### src/rtl/dmem_access_ctrl.sv
// Data-memory initiator: one load/store at a time, byte address -> word index, programmable read latency.
// Optional build macro DMEM_ALIGN_CHECK_EN rejects requests whose byte address is not 8-byte aligned.
module dmem_access_ctrl #(
  parameter int REGSIZE = 64,
  parameter int DEPTH   = 64,
  parameter int RD_LAT  = 1
) (
  input  logic               clk,
  input  logic               rst,
  input  logic               req_valid,
  output logic               req_ready,
  input  logic               req_write,
  input  logic [REGSIZE-1:0] req_addr,
  input  logic [REGSIZE-1:0] req_wdata,
  output logic               resp_valid,
  output logic [REGSIZE-1:0] resp_rdata,
  output logic               resp_err,
  output logic [REGSIZE-1:0] Addr,
  output logic [REGSIZE-1:0] WriteData,
  output logic               MemWrite,
  output logic               MemRead,
  input  logic [REGSIZE-1:0] DMout
);

`ifdef DMEM_ALIGN_CHECK_EN
  localparam bit ALIGN_CHECK = 1'b1;
`else
  localparam bit ALIGN_CHECK = 1'b0;
`endif

  typedef enum logic [1:0] {IDLE, ISSUE, WAIT, RESP} state_t;

  state_t             state;
  logic               is_write;
  logic [3:0]         lat_cnt;
  logic [REGSIZE-1:0] word_idx;
  logic               out_of_range;
  logic               misaligned;
  logic               illegal;
  logic               handshake;

  // Word index is zero-extended and never wrapped, so large addresses land out of range.
  assign word_idx     = {3'b000, req_addr[REGSIZE-1:3]};
  assign out_of_range = (word_idx >= REGSIZE'(DEPTH));
  assign misaligned   = (req_addr[2:0] != 3'b000);
  assign illegal      = out_of_range | (ALIGN_CHECK & misaligned);
  assign handshake    = req_valid & req_ready;

  always_ff @(posedge clk) begin
    if (!rst) begin
      state      <= IDLE;
      req_ready  <= 1'b1;
      resp_valid <= 1'b0;
      resp_err   <= 1'b0;
      resp_rdata <= '0;
      Addr       <= '0;
      WriteData  <= '0;
      MemWrite   <= 1'b0;
      MemRead    <= 1'b0;
      lat_cnt    <= '0;
      is_write   <= 1'b0;
    end else begin
      case (state)
        IDLE: begin
          if (handshake) begin
            req_ready  <= 1'b0;
            resp_rdata <= '0;
            if (illegal) begin
              state      <= RESP;
              resp_valid <= 1'b1;
              resp_err   <= 1'b1;
            end else begin
              state     <= ISSUE;
              is_write  <= req_write;
              Addr      <= word_idx;
              WriteData <= req_wdata;
              MemWrite  <= req_write;
              MemRead   <= ~req_write;
              resp_err  <= 1'b0;
            end
          end
        end
        ISSUE: begin
          if (is_write) begin
            MemWrite   <= 1'b0;
            resp_valid <= 1'b1;
            state      <= RESP;
          end else if (RD_LAT == 1) begin
            MemRead    <= 1'b0;
            resp_rdata <= DMout;
            resp_valid <= 1'b1;
            state      <= RESP;
          end else begin
            lat_cnt <= 4'(RD_LAT - 1);
            state   <= WAIT;
          end
        end
        // The decrement that reaches zero is the last latency cycle, so DMout is sampled here.
        WAIT: begin
          if (lat_cnt == 4'd1) begin
            lat_cnt    <= '0;
            MemRead    <= 1'b0;
            resp_rdata <= DMout;
            resp_valid <= 1'b1;
            state      <= RESP;
          end else begin
            lat_cnt <= lat_cnt - 4'd1;
          end
        end
        RESP: begin
          resp_valid <= 1'b0;
          resp_err   <= 1'b0;
          MemRead    <= 1'b0;
          MemWrite   <= 1'b0;
          req_ready  <= 1'b1;
          state      <= IDLE;
        end
        default: state <= IDLE;
      endcase
    end
  end

endmodule

### config.mk
export PLATFORM = sky130hd
export DESIGN_NAME = dmem_access_ctrl
export DESIGN_NICKNAME = d
export VERILOG_FILES = /design/src/rtl/dmem_access_ctrl.sv
export SDC_FILE = /design/constraint.sdc
export NUM_CORES = 1
export LEC_CHECK = 0
export CAP_MARGIN = 25
export CORE_AREA = 3 3 153 155
export CTS_BUF_LIST = sky130_fd_sc_hd__clkbuf_16
export CTS_CLUSTER_SIZE = 12
export DETAILED_ROUTE_END_ITERATION = 12
export DIE_AREA = 0 0 156 158
export PLACE_DENSITY = 0.66
export SETUP_SLACK_MARGIN = 0.15
export SYNTH_ARGS = -nofsm -noshare
export SYNTH_HDL_FRONTEND = slang
export SYNTH_SLANG_ARGS = --single-unit
### constraint.sdc
create_clock -name clk -period 4.2 [get_ports clk]
set_clock_uncertainty 0.1 [all_clocks]
set_input_delay 0.84 -clock clk [delete_from_list [all_inputs] [get_ports clk]]
set_output_delay 0.84 -clock clk [all_outputs]
set_load 0.05 [all_outputs]
Word-level counts from Yosys, hierarchy flattened
Index checks and enable logic that the tools add are counted.
Cells by class
  add/subtract/negate cells: 1
  $lt $le $gt $ge: 1
  eq/ne operators: 10
  muxes and demuxes: 27
  bitwise gates (word level): 3
  reduce and logical (&&, ||, !) cells: 11
Operator list (number)
  64-bit two-way mux: 3
  64-bit one-hot mux with 3 select lines: 1
  61-bit by 7-bit greater-or-equal comparator with 1-bit output (second input constant): 1
  1-bit two-way mux: 13
  2-bit inequality test (second input constant): 6
  4-bit AND reduction: 3
  1-bit one-hot mux with 4 select lines: 2
  2-bit one-hot mux with 4 select lines: 1
  2-bit two-way mux: 3
  3-bit AND reduction: 2
  3-bit nonzero test: 2
  2-bit equality test (second input constant): 2
  4-bit by 1-bit equality test with 1-bit output (second input constant): 1
  4-bit two-way mux: 1
  1-bit one-hot mux with 2 select lines: 2
  2-bit AND reduction: 2
  4-bit by 1-bit subtractor with 4-bit output (second input constant): 1
  1-bit one-hot mux with 3 select lines: 1
  2-bit by 1-bit equality test with 1-bit output (second input constant): 1
  2-bit zero test: 1
  1-bit inverter: 2
  2-bit nonzero test: 1
  1-bit AND: 1
Word-level totals
  flip-flop bits (word level): 201
  input bits: 196
  output and inout port bits: 197

Depth between registers and ports, before layout
  depth in word-level cells: 4
  mapped depth: 10
  mapped depth without buffers: 7

Worst setup path after synthesis
OpenSTA, ideal clock, no wires.
  kind: input to register
  start point: in req_addr[24]
  end point: reg Addr[0]
  setup time: 120 ps
  arrival time: 2330 ps
  data required time: 3980 ps
  setup slack: 1651 ps
  stages: 7
  buffers on the path: 2
  cells stage by stage: nor4_1 -> nand4_1 -> nor4_2 -> nand4_2 -> buf_2 -> buf_6 -> mux2i_1
Between the ends
  longest elaborated chain between the ends: 3
Ends and longest elaborated chain
  start, declared: line 13  | input logic [REGSIZE-1:0] req_addr,
  61-bit by 7-bit greater-or-equal comparator with 1-bit output: line 44  | assign out_of_range = (word_idx >= REGSIZE'(DEPTH));
  1-bit inverter (no line)
  3-bit AND reduction (no line)
  end signal, assigned: line 75  | Addr <= word_idx;
  end, declared: line 18  | output logic [REGSIZE-1:0] Addr,
No other way between the ends.
A chain may end at the register's enable or synchronous reset.

Worst setup path after layout
  start point: in req_addr[23]
  end point: reg Addr[44]
The elaborated chain is that of the path after synthesis.

==> results.md <==
- Final instance area: 12000 sq um
- Number of diodes: 0
- Setup violations, final: 0
- Post-Route WL: 23500 um
- Fin Setup TNS: 0 ps
- CP peak stage delay: 500 ps
- Crit-path cells: clkdlybuf4s50_1, nor4_1, nand4_1, nor4_2, nand4_4, buf_12, and3_1
- Post-route ant nets: 0
- CTS tree: built
- Post-Synthesis Cells: 817
- Root buf cell: clkbuf_16
- Register area: 4020 sq um
- Post-Syn Area per Cell: 8.98 sq um
- Placed inst area: 11300 sq um
- Maximum net fanout on the critical path: 126
- R2R Setup Slk: 1710 ps
- Top-count cell post-synth: nand2_1
- Nets: 1374
- Die ar.: 24600 sq um
- I/O Buffers: 386
- Setup ws final: 1290 ps
- Number of synthesized flops with an enable pin: 0
- Hold Crit Class: flip-flop to flip-flop
- Routability cong.: 0.778
- Synth unique cells: 34
- Worst path required time: 4480 ps
- Worst Path Arrival: 3190 ps
- CTS buffer count: 23
- Initial Utilization: 33.4%
- Largest cells by area after synthesis: dfxtp_1 (55%), nand2_1 (11%), mux2i_1 (9.8%)
- Hold Path Depth: 2
- Worst R2R End: resp_rdata[41]$_SDFFE_PN0P_
- Async S/R FF share, synth: 0%
- Total grt overflow: 0
- Slew @ Worst Pin: 1010 ps
- Synth Flop Type: dfxtp_1
- Crit end category: flip-flop
- Skew-Pair Late Insertion Delay: 490 ps
- Layout cells sized above 1: 3.63%
- Post-layout min period: 2910 ps
- Fillcell total: 1974
- Register-to-Register Path Depth: 8
- Drt first pass iters: 4
- Post-CTS resize count: 0
- Initial antenna violation count: 0
- Setup Buffers After CTS: 0
- Vias: 6872
- Syn Std Cell Area: 7340 sq um
- Synth top cells by count: nand2_1 (213), dfxtp_1 (201), a21oi_1 (72), mux2i_1 (72), nand3_1 (66)
- Status: complete, no violations
- GRT Overall Usage: 17.4%
- Slew Viols, Final: 0
- Hold_buf cts: 0
- Total core area: 22000 sq um
- MaxCap Viol Count: 0
- Final core occ: 54.7%
- Slew HR: 32.6%
- Register area share after synthesis: 54.9%
- DRT iter0 DRCs: 380
- Largest area contributor in the netlist: dfxtp_1
- Boundary Pins: 393
- Synth warnings: 0
- First-pass GRT wire length: 35000 um
- Final Hold Fails: 0
- Leak: 5.03 nW
- Kind of critical path: input port to flip-flop
- DRC viols: 0
- Vias in the first global route: 6527
- Vias per cell: 4.69
- Clock H-tree levels: 1
- Area Growth Syn to Fin: 63.8%
- Post-DP HPWL: 16500 um
- Core Rows: 54
- CTS sink count: 201
- Period utilisation layout: 69.2%
- Peak supply drop: 0.349 mV
- Hold Path Sink: resp_rdata[46]$_SDFFE_PN0P_
- Worst-path clk slew: 60 ps
- Multi-input gate area: 3010 sq um
- Yosys top cell area share: 54.9%
- Post-Layout Cell Count: 1465
- Cell Pwr Density: 520 nW/um^2
- Die height: 158 um
- Critical Path Start Type: input port
- WL/cell: 16.1 um
- Clock buffer depth: 3
- Die Width: 156 um
- Dpl ws: 849 ps
- Yosys reg bits: 201
- Placed cells: 1426
- RSZ-0062 raised after global routing: no
- Largest net degree at the start of global routing: 127
- Worst-path cell with the longest stage delay: nor4_2
- Maximum clock rate: 0.344 GHz
- Hold path startpoint: resp_rdata[46]$_SDFFE_PN0P_
- Worst r2r src: state[0]$_SDFFE_PN0P_
==> stage by stage <==
stage	hold slack, ps	power (W)
6_report	346	0.00625
5_1_grt	362	0.00657
4_1_cts	350	0.00632
3_5_place_dp	344	0.00448
3_3_place_gp	337	0.00447
2_1_floorplan	352	0.00369
==> critical path, delay by kind of cell <==
family                 cells  cell delay (ps)
and+or+nand+nor            5             1530
buffers and inverters      2              640
==> layer usage <==
metal,track usage (%),up-vias,routed length [um]
met5,0,-,0
met4,4.08,0,391
met3,5.17,29,2090
met2,30.2,268,11200
met1,21.3,3124,9830
li1,-,3451,-
==> power by group <==
part	leakage [nW]	total [W]	internal, W	switching, W
Sequential	1.63	0.00223	0.00211	0.000115
Combinational	3.07	0.00222	0.000730	0.00149
Clock	0.340	0.00180	0.00105	0.000757
==> cell usage in the layout, fill, tap and decap left out, types with 8 or more instances in the layout <==
master | Yosys | layout
clkdlybuf4s50_1 | 0 | 385
nand2_1 | 213 | 213
dfxtp_1 | 201 | 201
a21oi_1 | 72 | 72
mux2i_1 | 72 | 72
nand3_1 | 66 | 66
and3_1 | 55 | 55
clkbuf_16 | 0 | 23
nor4_1 | 14 | 14
nor2_1 | 11 | 10
inv_1 | 6 | 9
clkinv_1 | 0 | 9
buf_4 | 3 | 8
==> cell type report <==
cell class                 count  share of cell area (%)
sequential                   201                    33.5
timing repair buffer         394                    32.7
multi-input combinational    544                    25.1
clock buffer                  23                    4.79
tap                          280                    2.92
clock inverter                16                   0.781
inverter                       7                   0.219
==> registers in the layout, indices dropped and copies added (netlist names) <==
signal / cells
is_write: 1
Addr: 61
resp_rdata: 64
MemRead: 1
resp_err: 1
lat_cnt: 4
resp_valid: 1
MemWrite: 1
state: 2
WriteData: 64
req_ready: 1
==> cells by family (layout without fill, tap and decap cells) <==
family,count (synthesis),in the layout,share of synthesized area (%)
buf+inv,74,440,4.43
simple gates,378,378,23.6
compound gates,84,84,6.02
flops,201,201,54.9
mux,72,72,9.82
other cells,1,3,0.0511
fa+ha+maj,7,7,1.19
==> how the worst max path moves through the flow <==
stage                 startpoint                    end  slack, ps  cells past startpoint
floorplan           req_addr[24]   Addr[0]$_SDFFE_PN0P_       1650                      7
finish              req_addr[23]  Addr[44]$_SDFFE_PN0P_       1290                      7
detailed placement  req_addr[23]  Addr[48]$_SDFFE_PN0P_        850                      7
global placement    req_addr[23]  Addr[41]$_SDFFE_PN0P_        910                      7
global route        req_addr[23]  Addr[53]$_SDFFE_PN0P_       1190                      7
CTS                 req_addr[23]  Addr[48]$_SDFFE_PN0P_       1370                      7
No activity file was read; power rests on OpenSTA's default activity.
